==> src/rtl/uart_tx_port.sv <==
`default_nettype none
// ============================================================================
// Module   : uart_tx_port
// Purpose  : Byte-wide serial output port. Processor writes land in a small
//            FIFO through a single-cycle strobe. A transmitter FSM drains the
//            FIFO and sends each byte as an asynchronous 8N1 frame on tx,
//            LSB first, with no idle gap between back-to-back frames.
// Ports    : clk    - clock, rising edge active
//            reset  - asynchronous, active-high reset
//            we     - write strobe (one byte per cycle it is high)
//            wd     - write data
//            full   - FIFO holds DEPTH entries
//            empty  - FIFO holds no entries
//            busy   - transmitter is not idle
//            ovf    - sticky flag: a write arrived while the FIFO was full
//            tx     - serial line, idle high
// Params   : CLKS_PER_BIT - clock cycles per serial bit (>= 2)
//            DEPTH        - FIFO entries (power of two, >= 2)
// Macro    : UART_TX_PARITY_EN - when defined, an even-parity bit is sent
//            between the data bits and the stop bit (11-bit frame).
// Revision : 1.0 - initial release
// ============================================================================
module uart_tx_port #(
  parameter int CLKS_PER_BIT = 16,
  parameter int DEPTH        = 4
) (
  input  logic       clk,
  input  logic       reset,
  input  logic       we,
  input  logic [7:0] wd,
  output logic       full,
  output logic       empty,
  output logic       busy,
  output logic       ovf,
  output logic       tx
);

  // Pointer width and baud counter width.
  localparam int c_aw = (DEPTH > 1) ? $clog2(DEPTH) : 1;
  localparam int c_bw = (CLKS_PER_BIT > 1) ? $clog2(CLKS_PER_BIT) : 1;

  localparam logic [c_aw:0]   c_depth     = (c_aw + 1)'(DEPTH);
  localparam logic [c_bw-1:0] c_baud_last = c_bw'(CLKS_PER_BIT - 1);
  localparam logic [2:0]      c_last_bit  = 3'd7;

  typedef enum logic [2:0] {
    S_IDLE   = 3'd0,
    S_START  = 3'd1,
    S_DATA   = 3'd2,
`ifdef UART_TX_PARITY_EN
    S_PARITY = 3'd3,
`endif
    S_STOP   = 3'd4
  } state_t;

  // --------------------------------------------------------------------------
  // FIFO
  // --------------------------------------------------------------------------
  logic [7:0]      r_mem [DEPTH];
  logic [c_aw-1:0] r_wptr;
  logic [c_aw-1:0] r_rptr;
  logic [c_aw:0]   r_count;
  logic            w_push;
  logic            w_pop;
  logic [7:0]      w_head;

  assign full   = (r_count == c_depth);
  assign empty  = (r_count == '0);
  // Fullness is judged on the pre-edge count, so a write on a full FIFO is
  // dropped even when the transmitter pops on the same edge.
  assign w_push = we & ~full;
  assign w_head = r_mem[r_rptr];

  always_ff @(posedge clk) begin
    if (w_push) begin
      r_mem[r_wptr] <= wd;
    end
  end

  always_ff @(posedge clk or posedge reset) begin
    if (reset) begin
      r_wptr  <= '0;
      r_rptr  <= '0;
      r_count <= '0;
    end else begin
      if (w_push) begin
        r_wptr <= r_wptr + c_aw'(1);
      end
      if (w_pop) begin
        r_rptr <= r_rptr + c_aw'(1);
      end
      case ({w_push, w_pop})
        2'b10:   r_count <= r_count + (c_aw + 1)'(1);
        2'b01:   r_count <= r_count - (c_aw + 1)'(1);
        default: r_count <= r_count;
      endcase
    end
  end

  always_ff @(posedge clk or posedge reset) begin
    if (reset) begin
      ovf <= 1'b0;
    end else if (we && full) begin
      ovf <= 1'b1;
    end
  end

  // --------------------------------------------------------------------------
  // Transmitter
  // --------------------------------------------------------------------------
  state_t        r_state;
  logic [c_bw-1:0] r_baud;
  logic [2:0]    r_bit;
  logic [7:0]    r_shift;
  logic          w_baud_last;
  logic [2:0]    w_next_bit;

  assign w_baud_last = (r_baud == c_baud_last);
  assign w_next_bit  = r_bit + 3'd1;
  assign busy        = (r_state != S_IDLE);

  // The FIFO pop happens either from IDLE, or on the final cycle of the stop
  // bit so the next start bit follows without an idle gap.
  always_comb begin
    w_pop = 1'b0;
    case (r_state)
      S_IDLE:  w_pop = ~empty;
      S_STOP:  w_pop = w_baud_last & ~empty;
      default: w_pop = 1'b0;
    endcase
  end

  always_ff @(posedge clk or posedge reset) begin
    if (reset) begin
      r_state <= S_IDLE;
      r_baud  <= '0;
      r_bit   <= '0;
      r_shift <= '0;
      tx      <= 1'b1;
    end else begin
      case (r_state)
        S_IDLE: begin
          tx     <= 1'b1;
          r_baud <= '0;
          r_bit  <= '0;
          if (w_pop) begin
            r_shift <= w_head;
            tx      <= 1'b0;
            r_state <= S_START;
          end
        end

        S_START: begin
          if (w_baud_last) begin
            r_baud  <= '0;
            r_bit   <= '0;
            tx      <= r_shift[0];
            r_state <= S_DATA;
          end else begin
            r_baud <= r_baud + c_bw'(1);
          end
        end

        S_DATA: begin
          if (w_baud_last) begin
            r_baud <= '0;
            if (r_bit == c_last_bit) begin
`ifdef UART_TX_PARITY_EN
              tx      <= ^r_shift;
              r_state <= S_PARITY;
`else
              tx      <= 1'b1;
              r_state <= S_STOP;
`endif
            end else begin
              r_bit <= w_next_bit;
              tx    <= r_shift[w_next_bit];
            end
          end else begin
            r_baud <= r_baud + c_bw'(1);
          end
        end

`ifdef UART_TX_PARITY_EN
        S_PARITY: begin
          if (w_baud_last) begin
            r_baud  <= '0;
            tx      <= 1'b1;
            r_state <= S_STOP;
          end else begin
            r_baud <= r_baud + c_bw'(1);
          end
        end
`endif

        S_STOP: begin
          if (w_baud_last) begin
            r_baud <= '0;
            r_bit  <= '0;
            if (w_pop) begin
              r_shift <= w_head;
              tx      <= 1'b0;
              r_state <= S_START;
            end else begin
              tx      <= 1'b1;
              r_state <= S_IDLE;
            end
          end else begin
            r_baud <= r_baud + c_bw'(1);
          end
        end

        default: begin
          tx      <= 1'b1;
          r_baud  <= '0;
          r_bit   <= '0;
          r_state <= S_IDLE;
        end
      endcase
    end
  end

endmodule
`default_nettype wire

==> config.mk <==
export PLATFORM = sky130hd
export DESIGN_NAME = uart_tx_port
export DESIGN_NICKNAME = d
export VERILOG_FILES = /design/src/rtl/uart_tx_port.sv
export SDC_FILE = /design/constraint.sdc
export NUM_CORES = 1
export LEC_CHECK = 0
export CAP_MARGIN = 20
export CELL_PAD_IN_SITES_DETAIL_PLACEMENT = 1
export CELL_PAD_IN_SITES_GLOBAL_PLACEMENT = 1
export CORE_MARGIN = 2
export CORE_UTILIZATION = 40
export CTS_CLUSTER_DIAMETER = 200
export CTS_CLUSTER_SIZE = 25
export DETAILED_ROUTE_END_ITERATION = 10
export HOLD_SLACK_MARGIN = 0.08
export PLACE_DENSITY = 0.67
export SLEW_MARGIN = 10
export SYNTH_ARGS = -nofsm -noshare
export SYNTH_HDL_FRONTEND = slang
export SYNTH_SLANG_ARGS = --single-unit
==> constraint.sdc <==
create_clock -name clk -period 3.3 [get_ports clk]
set_clock_uncertainty 0.15 [all_clocks]
set_input_delay 0.33 -clock clk [delete_from_list [all_inputs] [get_ports clk]]
set_output_delay 0.33 -clock clk [all_outputs]
set_load 0.05 [all_outputs]
==> impl_metrics.env, run 1 <==
export IMPL_yosys_warnings=0
export IMPL_utilization_pct=49.0
export IMPL_grt_pass1_vias=1557
export IMPL_n_antenna_cell=0
export IMPL_ant_nets=0
export IMPL_cts_buffers_inserted=9
export IMPL_core_mm2=0.00631
export IMPL_fin_nets=208
export IMPL_post_cts_setup_buffers=0
export IMPL_synth_area_mm2=0.00260
export IMPL_synthMuxAreaShare_pct=13.3
export IMPL_path_cells="ha_1, nand3_4, a2111oi_4, buf_4, ha_1, inv_1, fa_1, xor2_1, nor2_1, xor2_1"
export IMPL_grt_max_degree=28
export IMPL_synth_top_family_by_area="multiplexers"
export IMPL_initial_core_util_pct=41.2
export IMPL_ctsHoldBuffers=0
export IMPL_cp_max_fo=11
export IMPL_cts_htree_levels=3
export IMPL_drt_iter0_markers=54
export IMPL_fin_crit_ns=2.68
export IMPL_drc=0
export IMPL_wl_mm=4.49
export IMPL_yosysTopAreaCell="edfxtp_1"
export IMPL_overflow=0
export IMPL_hp_class="input pin to asynchronous set/reset pin"
export IMPL_netlist_instances=166
export IMPL_synth_edff_count=32
export IMPL_finalHoldViolCount=0
export IMPL_cpMaxStageDelayCell="dfrtp_1"
export IMPL_setup_viol=0
export IMPL_cp_required_ns=3.41
export IMPL_tns_ns=0
export IMPL_mostFrequentLayoutCells="edfxtp_1, dfrtp_1, clkdlybuf4s50_1"
export IMPL_cp_buffers_inverters=2
export IMPL_fp_dieW_um=84.6
export IMPL_synth_nets=186
export IMPL_max_slew_margin_pct=60.9
export IMPL_synth_area_per_cell_um2=15.7
export IMPL_finalPower_mw=2.82
export IMPL_slew_violations=0
export IMPL_dp_final_hpwl_mm=3.15
export IMPL_vdd_drop_max_v=0.000500
export IMPL_synth_compound_area_share_pct=5.63
export IMPL_worstSetupEndpointType="flip-flop"
export IMPL_holdWs_ns=0.127
export IMPL_synth_xor_area_share_pct=3.03
export IMPL_ys_seq_elements=59
export IMPL_power_density_mw_per_mm2=912
export IMPL_die_area_mm2=0.00716
export IMPL_synth_top_area_share_pct=37.0
export IMPL_max_cap_violations=0
export IMPL_port_buffers=15
export IMPL_wl_met1_mm=1.91
export IMPL_drive_gt1_share_pct=20.2
export IMPL_wire_per_inst_um=16.6
export IMPL_cpPeakStageDelay_ns=0.39
export IMPL_highest_layer="met4"
export IMPL_r2r_end="r_count[2]"
export IMPL_synthArstFlopShare_pct=45.8
export IMPL_std_cell_rows=29
export IMPL_worstReg2RegStart="r_baud[0]"
export IMPL_cts_resized=0
export IMPL_cts_buffer_depth=2
export IMPL_wl_met2_mm=2.36
export IMPL_power_leakage_nw=1.19
export IMPL_drt_pass1_iterations=4
export IMPL_synthDistinctLibCells=43
export IMPL_startpoint_type="flip-flop"
export IMPL_clk_pin_slew_ns=0.07
export IMPL_seq_area_frac_synth_pct=63.0
export IMPL_fin_crit_sh_pct=81.2
export IMPL_synth_simple_area_share_pct=7.75
export IMPL_crit_family="adder cells"
export IMPL_antenna_found_initial=0
export IMPL_worst_slew_pin_transition_ns=0.587
export IMPL_synthAdderAreaFrac_pct=4.62
export IMPL_grt_pass1_wl_mm=7.55
export IMPL_fin_cells=270
export IMPL_pin_count=16
export IMPL_area_growth_pct=19.1
export IMPL_rsz0062_at_grt="false"
export IMPL_regToRegSetupSlack_ns=0.62
export IMPL_status="finished clean"
export IMPL_tritoncts="yes"
export IMPL_r2r_cells=10
export IMPL_wl_met3_um=157
export IMPL_post_drt_via_cell_ratio=5.19
export IMPL_cts_root_buf="clkbuf_8"
export IMPL_path_class="flip-flop to flip-flop"
export IMPL_clock_latency_ns=0.34
export IMPL_synth_ff_type="edfxtp_1"
export IMPL_dp_cells=253
export IMPL_grt_use_total_pct=14.1
export IMPL_yosys_top_cells_area="edfxtp_1, dfrtp_1, mux4_2"
export IMPL_vias=1401
export IMPL_gp_congestion=0.704
export IMPL_fmax_ghz=0.373
export IMPL_die_height_um=84.6
export IMPL_cts_sinks=59
export IMPL_final_common_cell="edfxtp_1"
export IMPL_critPathArrivalTime_ns=2.80
## cells in the mapped netlist (2+ instances only)
cell,n
mux2_2,8
xnor2_1,4
mux4_2,9
edfxtp_1,32
clkbuf_1,2
and2_1,4
and3_1,2
mux2i_1,3
dfrtp_1,26
a22o_1,3
mux2_1,2
nand3_1,2
nand2_1,3
xor2_1,5
ha_1,8
o21ai_0,5
inv_1,9
nor3_1,2
a21oi_1,4
nor2_1,10
## state kept, by name, summed over array words and instances, names as in the netlist
register / count
r_mem: 32
r_shift: 8
r_baud: 4
ovf: 1
tx: 1
r_bit: 3
r_wptr: 2
r_rptr: 2
r_state: 3
r_count: 3
## cells by family after synthesis
| kind of cell | Yosys count |
|---|---|
| DFF | 59 |
| adders and majority gates | 9 |
| muxes | 22 |
| AOI/OAI and AO/OA | 19 |
| xor gates and xnor gates | 9 |
| and+or+nand+nor | 33 |
| buffers and inverters | 15 |
## layout make-up
type                            count  area (µm²)
Multi-Input combinational cell     92         892
Tap cell                           77        96.3
Inverter                            9        33.8
Fill cell                         625        3220
Clock inverter                      7         125
Timing Repair Buffer               17         185
Sequential cell                    59        1640
Clock buffer                        9         124
## worst max-delay path by stage
stage,startpoint,endpoint,slack [ns],cells after the start
after floorplan,r_count[0],r_count[2],0.81,10
after global placement,r_baud[0],r_count[2],0.75,10
after detailed placement,r_baud[0],r_count[2],0.63,10
after CTS,r_baud[0],r_count[2],0.61,10
after global routing,r_baud[0],r_count[2],0.42,10
final,r_baud[0],r_count[2],0.62,10
## worst register-to-register path, cell delays in order (launching register included)
cell       delay (ns)
dfrtp_1          0.39
ha_1             0.27
nand3_4          0.13
a2111oi_4        0.35
buf_4            0.24
ha_1             0.21
inv_1            0.06
fa_1             0.38
xor2_1           0.16
nor2_1           0.13
xor2_1           0.15
## routing by layer
layer	track usage, %	up-vias
met5	0	-
met4	6.35	0
met3	5.80	6
met2	23.7	19
met1	15.7	715
li1	-	661
## where the power goes
part           leakage (nW)  internal (mW)  switching [mW]
Clock                 0.124          0.507           0.297
Combinational         0.453          0.397           0.406
Sequential            0.617           1.01           0.200
Total                  1.19           1.92           0.903
## metrics by stage
step | setup WS, ns | cell area [µm²]
detailed placement | 0.625 | 2820
CTS | 0.610 | 3070
floorplan | 0.809 | 2600
global route | 0.417 | 3090
finish | 0.619 | 3090
global placement | 0.750 | 2820
Note: power is estimated with default switching activity, not from simulation.
==> run 2, diff against run 1 <==
- clock period: 3.3 -> 2.79 ns (I/O delays scaled with it)
==> impl_metrics.env, run 2 (synthesis gave the netlist of run 1 again) <==
export IMPL_pwr_share_comb_pct=29.4
export IMPL_rsz0062_at_grt="false"
export IMPL_largest_register="r_mem"
export IMPL_die_height_um=84.6
export IMPL_power_density_mw_per_mm2=1060
export IMPL_finalHoldViolCount=0
export IMPL_pin_count=16
export IMPL_netSwitchingPower_mw=1.07
export IMPL_setup_viol=0
export IMPL_cts_buffers_inserted=9
export IMPL_drive_gt1_share_pct=20.1
export IMPL_tritoncts="yes"
export IMPL_drt_pass1_iterations=4
export IMPL_drc=0
export IMPL_wire_per_inst_um=17.2
export IMPL_wl_mm=4.66
export IMPL_dp_slack_ns=0.238
export IMPL_std_cell_rows=29
export IMPL_status="finished clean"
export IMPL_cp_required_ns=2.90
export IMPL_fin_ws_ns=0.268
export IMPL_startpoint_type="flip-flop"
export IMPL_n_antenna_cell=0
export IMPL_cts_htree_levels=3
export IMPL_core_mm2=0.00631
export IMPL_critPathArrivalTime_ns=2.63
export IMPL_largest_reg_flops=32
export IMPL_cts_root_buf="clkbuf_8"
export IMPL_internal_power_mw=2.17
export IMPL_vias=1430
export IMPL_fin_crit_ns=2.52
export IMPL_grt_use_total_pct=14.5
export IMPL_initial_core_util_pct=41.2
export IMPL_fp_dieW_um=84.6
export IMPL_cts_resized=0
export IMPL_area_growth_pct=17.3
export IMPL_cts_sinks=59
export IMPL_grt_pass1_vias=1502
export IMPL_tns_ns=0
export IMPL_die_area_mm2=0.00716
export IMPL_cp_max_fo=6
export IMPL_max_cap_violations=0
export IMPL_swShare_pct=33.1
export IMPL_path_class="flip-flop to flip-flop"
export IMPL_post_drt_via_cell_ratio=5.28
export IMPL_ctsHoldBuffers=0
export IMPL_clock_power_share_pct=26.3
export IMPL_fin_crit_sh_pct=90.4
export IMPL_antenna_found_initial=0
export IMPL_max_slew_margin_pct=60.9
export IMPL_worst_slew_pin_transition_ns=0.587
export IMPL_dp_final_hpwl_mm=3.25
export IMPL_drt_iter0_markers=47
export IMPL_slew_violations=0
export IMPL_final_common_cell="edfxtp_1"
export IMPL_regToRegSetupSlack_ns=0.27
export IMPL_fill_cells=627
export IMPL_clock_latency_ns=0.34
export IMPL_fmax_ghz=0.396
export IMPL_overflow=0
export IMPL_grt_max_degree=28
export IMPL_hp_class="input pin to asynchronous set/reset pin"
export IMPL_gp_congestion=0.672
export IMPL_power_leakage_nw=1.17
export IMPL_vdd_drop_max_v=0.000562
export IMPL_reg_top3="r_mem: 32 flops, r_shift: 8 flops, r_baud: 4 flops"
export IMPL_p_seq_share_pct=44.2
export IMPL_post_cts_setup_buffers=0
export IMPL_ant_nets=0
export IMPL_clk_pin_slew_ns=0.07
export IMPL_port_buffers=15
export IMPL_fin_nets=209
export IMPL_mostFrequentLayoutCells="edfxtp_1, dfrtp_1, clkdlybuf4s50_1"
export IMPL_cts_buffer_depth=2
export IMPL_grt_pass1_wl_mm=7.70
export IMPL_worstSetupEndpointType="flip-flop"
==> run 2: worst max-delay path, cell delays in order (launching register included) <==
cell and delay [ns]:
dfrtp_1 0.39, ha_1 0.26, nand3_4 0.13, a2111oi_4 0.39
ha_1 0.25, inv_1 0.06, fa_1 0.37, xor2_1 0.15
nor2_1 0.11, xor2_1 0.18
==> run 2: metal layers <==
metal / part of all wire, % / up-vias / GRT usage [%] / wire (µm)
met1: 43 / 736 / 18.0 / 2010
met5: 0 / - / 0 / 0
met3: 3.6 / 7 / 5.01 / 169
met4: 1.8 / 0 / 6.49 / 85
met2: 51 / 22 / 22.9 / 2390
li1: - / 665 / - / -
==> run 2: power groups by stage <==
stage | clock [mW] | sequential [mW] | combinational, mW
global route | 0.909 | 1.47 | 1.05
floorplan | 0 | 1.38 | 0.762
CTS | 0.878 | 1.44 | 0.980
finish | 0.853 | 1.43 | 0.953
detailed placement | 0 | 1.46 | 0.976
global placement | 0 | 1.43 | 0.920
==> run 2: worst paths after layout <==
kind | start | endpoint | cells after the start
setup / recovery | r_baud[0] | r_count[2] | 9
hold / removal | reset | r_wptr[0] | 3
setup reg to reg | r_baud[0] | r_count[2] | 9
hold reg to reg | ovf | ovf | 1
max in group asynchronous | reset | tx | 3
min in group clk | ovf | ovf | 1
==> run 2: cell type report <==
class | instances | area (µm²) | share of cell area (%)
sequential | 59 | 1640 | 53.7
multi-input combinational | 92 | 892 | 29.3
timing repair buffer | 18 | 173 | 5.66
clock buffer | 9 | 124 | 4.06
tap | 77 | 96.3 | 3.16
clock inverter | 7 | 92.6 | 3.04
inverter | 9 | 33.8 | 1.11
==> run 2: through the flow <==
stage	cell area [µm²]	hold WS, ns	util [%]	total power [mW]	instances
3_5_place_dp	2830	0.297	44.9	2.44	255
6_report	3050	0.146	48.3	3.24	271
2_1_floorplan	2600	0.181	-	2.14	166
3_3_place_gp	2830	0.289	44.9	2.35	255
4_1_cts	3050	0.152	48.3	3.30	271
5_1_grt	3050	0.212	48.3	3.44	271
==> run 3, diff against run 2 <==
- CORE_UTILIZATION: 40 -> 49
- PLACE_DENSITY: 0.67 -> 0.79
==> impl_metrics.env, run 3 (synthesis gave the netlist of run 1 again) <==
export IMPL_initial_core_util_pct=50.9
export IMPL_dp_cells=248
export IMPL_ant_nets=0
export IMPL_std_cell_rows=26
export IMPL_power_density_mw_per_mm2=1060
export IMPL_fin_crit_sh_pct=90.2
export IMPL_drt_pass1_iterations=4
export IMPL_largest_register="r_mem"
export IMPL_grt_use_total_pct=19.6
export IMPL_fin_nets=210
export IMPL_cts_htree_levels=3
export IMPL_drive_gt1_share_pct=20.5
export IMPL_fp_dieW_um=76.8
export IMPL_dp_slack_ns=0.280
export IMPL_max_slew_margin_pct=62.6
export IMPL_gp_congestion=0.820
export IMPL_worstSetupEndpointType="flip-flop"
export IMPL_cp_required_ns=2.91
export IMPL_setup_viol=0
export IMPL_dp_final_hpwl_mm=3.22
export IMPL_wl_mm=4.97
export IMPL_drc=0
export IMPL_die_area_mm2=0.00590
export IMPL_ctsHoldBuffers=1
export IMPL_worstReg2RegStart="r_baud[0]"
export IMPL_die_height_um=76.8
export IMPL_area_growth_pct=17.0
export IMPL_wire_per_inst_um=18.8
export IMPL_regToRegSetupSlack_ns=0.27
export IMPL_grt_max_degree=26
export IMPL_cts_buffer_depth=2
export IMPL_worst_slew_pin_transition_ns=0.561
export IMPL_crit_end="r_count[2]"
export IMPL_reg_top3="r_mem: 32 flops, r_shift: 8 flops, r_baud: 4 flops"
export IMPL_hp_class="flip-flop to flip-flop"
export IMPL_largest_reg_flops=32
export IMPL_clk_pin_slew_ns=0.07
export IMPL_cts_resized=0
export IMPL_core_mm2=0.00511
export IMPL_rsz0062_at_grt="false"
export IMPL_r2r_end="r_count[2]"
export IMPL_vias=1436
export IMPL_max_cap_violations=0
export IMPL_post_cts_setup_buffers=0
export IMPL_fmax_ghz=0.397
export IMPL_tns_ns=0
export IMPL_grt_pass1_vias=1638
export IMPL_power_leakage_nw=1.18
export IMPL_cts_buffers_inserted=9
export IMPL_slew_violations=0
export IMPL_clock_latency_ns=0.34
export IMPL_vdd_drop_max_v=0.000712
export IMPL_antenna_found_initial=0
export IMPL_overflow=0
export IMPL_startpoint="r_baud[0]"
export IMPL_path_class="flip-flop to flip-flop"
export IMPL_finalHoldViolCount=0
export IMPL_cts_sinks=59
export IMPL_drt_iter0_markers=47
export IMPL_min_delay_path_depth=1
export IMPL_status="finished clean"
export IMPL_final_common_cell="edfxtp_1"
export IMPL_cts_root_buf="clkbuf_8"
export IMPL_startpoint_type="flip-flop"
export IMPL_fin_cells=265
export IMPL_port_buffers=15
export IMPL_post_drt_via_cell_ratio=5.42
export IMPL_mostFrequentLayoutCells="edfxtp_1, dfrtp_1, clkdlybuf4s50_1"
export IMPL_grt_pass1_wl_mm=8.45
export IMPL_pin_count=16
export IMPL_r2r_cells=9
export IMPL_cp_max_fo=6
export IMPL_tritoncts="yes"
export IMPL_n_antenna_cell=0
export IMPL_fin_ws_ns=0.273
export IMPL_fin_crit_ns=2.52
export IMPL_critPathArrivalTime_ns=2.64
run 3: cell count changes in the layout (fill, tap and decap cells not counted), sizes merged:
cell / previous run / this run
inv: 9 / 12
clkinvlp: 2 / 0
bufinv: 2 / 1
dlygate4sd3: 0 / 1
run 3: metrics by stage:
step           utilization (%)  area [µm²]  hold slack, ns  power [mW]
2_1_floorplan                -        2600           0.181        2.14
3_3_place_gp              55.3        2820           0.288        2.34
3_5_place_dp              55.3        2820           0.310        2.43
4_1_cts                   59.5        3040           0.325        3.26
5_1_grt                   59.5        3040           0.337        3.41
6_report                  59.5        3040           0.317        3.21
run 3: worst min-delay path by stage:
stage	slack [ns]	end	from
floorplan	0.18	ovf	reset
global route	0.34	r_baud[0]	r_baud[0]
finish	0.32	r_baud[0]	r_baud[0]
detailed placement	0.31	r_wptr[0]	reset
global placement	0.29	ovf	ovf
CTS	0.33	r_baud[0]	r_baud[0]
run 3: final cells by class:
class | count | area (µm²)
Timing Repair Buffer | 19 | 183
Sequential cell | 59 | 1640
Clock buffer | 9 | 124
Multi-Input combinational cell | 92 | 892
Tap cell | 70 | 87.6
Fill cell | 475 | 2070
Inverter | 9 | 33.8
Clock inverter | 7 | 82.6
run 3: power by group:
group | internal [mW] | switching (mW) | total [mW] | leakage [nW]
clock | 0.426 | 0.388 | 0.814 | 0.105
sequential | 1.20 | 0.237 | 1.44 | 0.617
combinational | 0.471 | 0.488 | 0.959 | 0.454
run 3: per-layer routing:
layer	track usage [%]	up-vias	part of all wire, %
li1	-	668	-
met1	22.8	732	39
met2	33.0	23	55
met3	4.47	13	2.7
met4	12.0	0	3.0
met5	0	-	0
run 3: critical path, stage by stage, from the launching register on:
cell       delay, ns
dfrtp_1         0.37
ha_1            0.26
nand3_4         0.14
a2111oi_4       0.39
ha_1            0.26
inv_1           0.07
fa_1            0.38
xor2_1          0.16
nor2_1          0.11
xor2_1          0.14
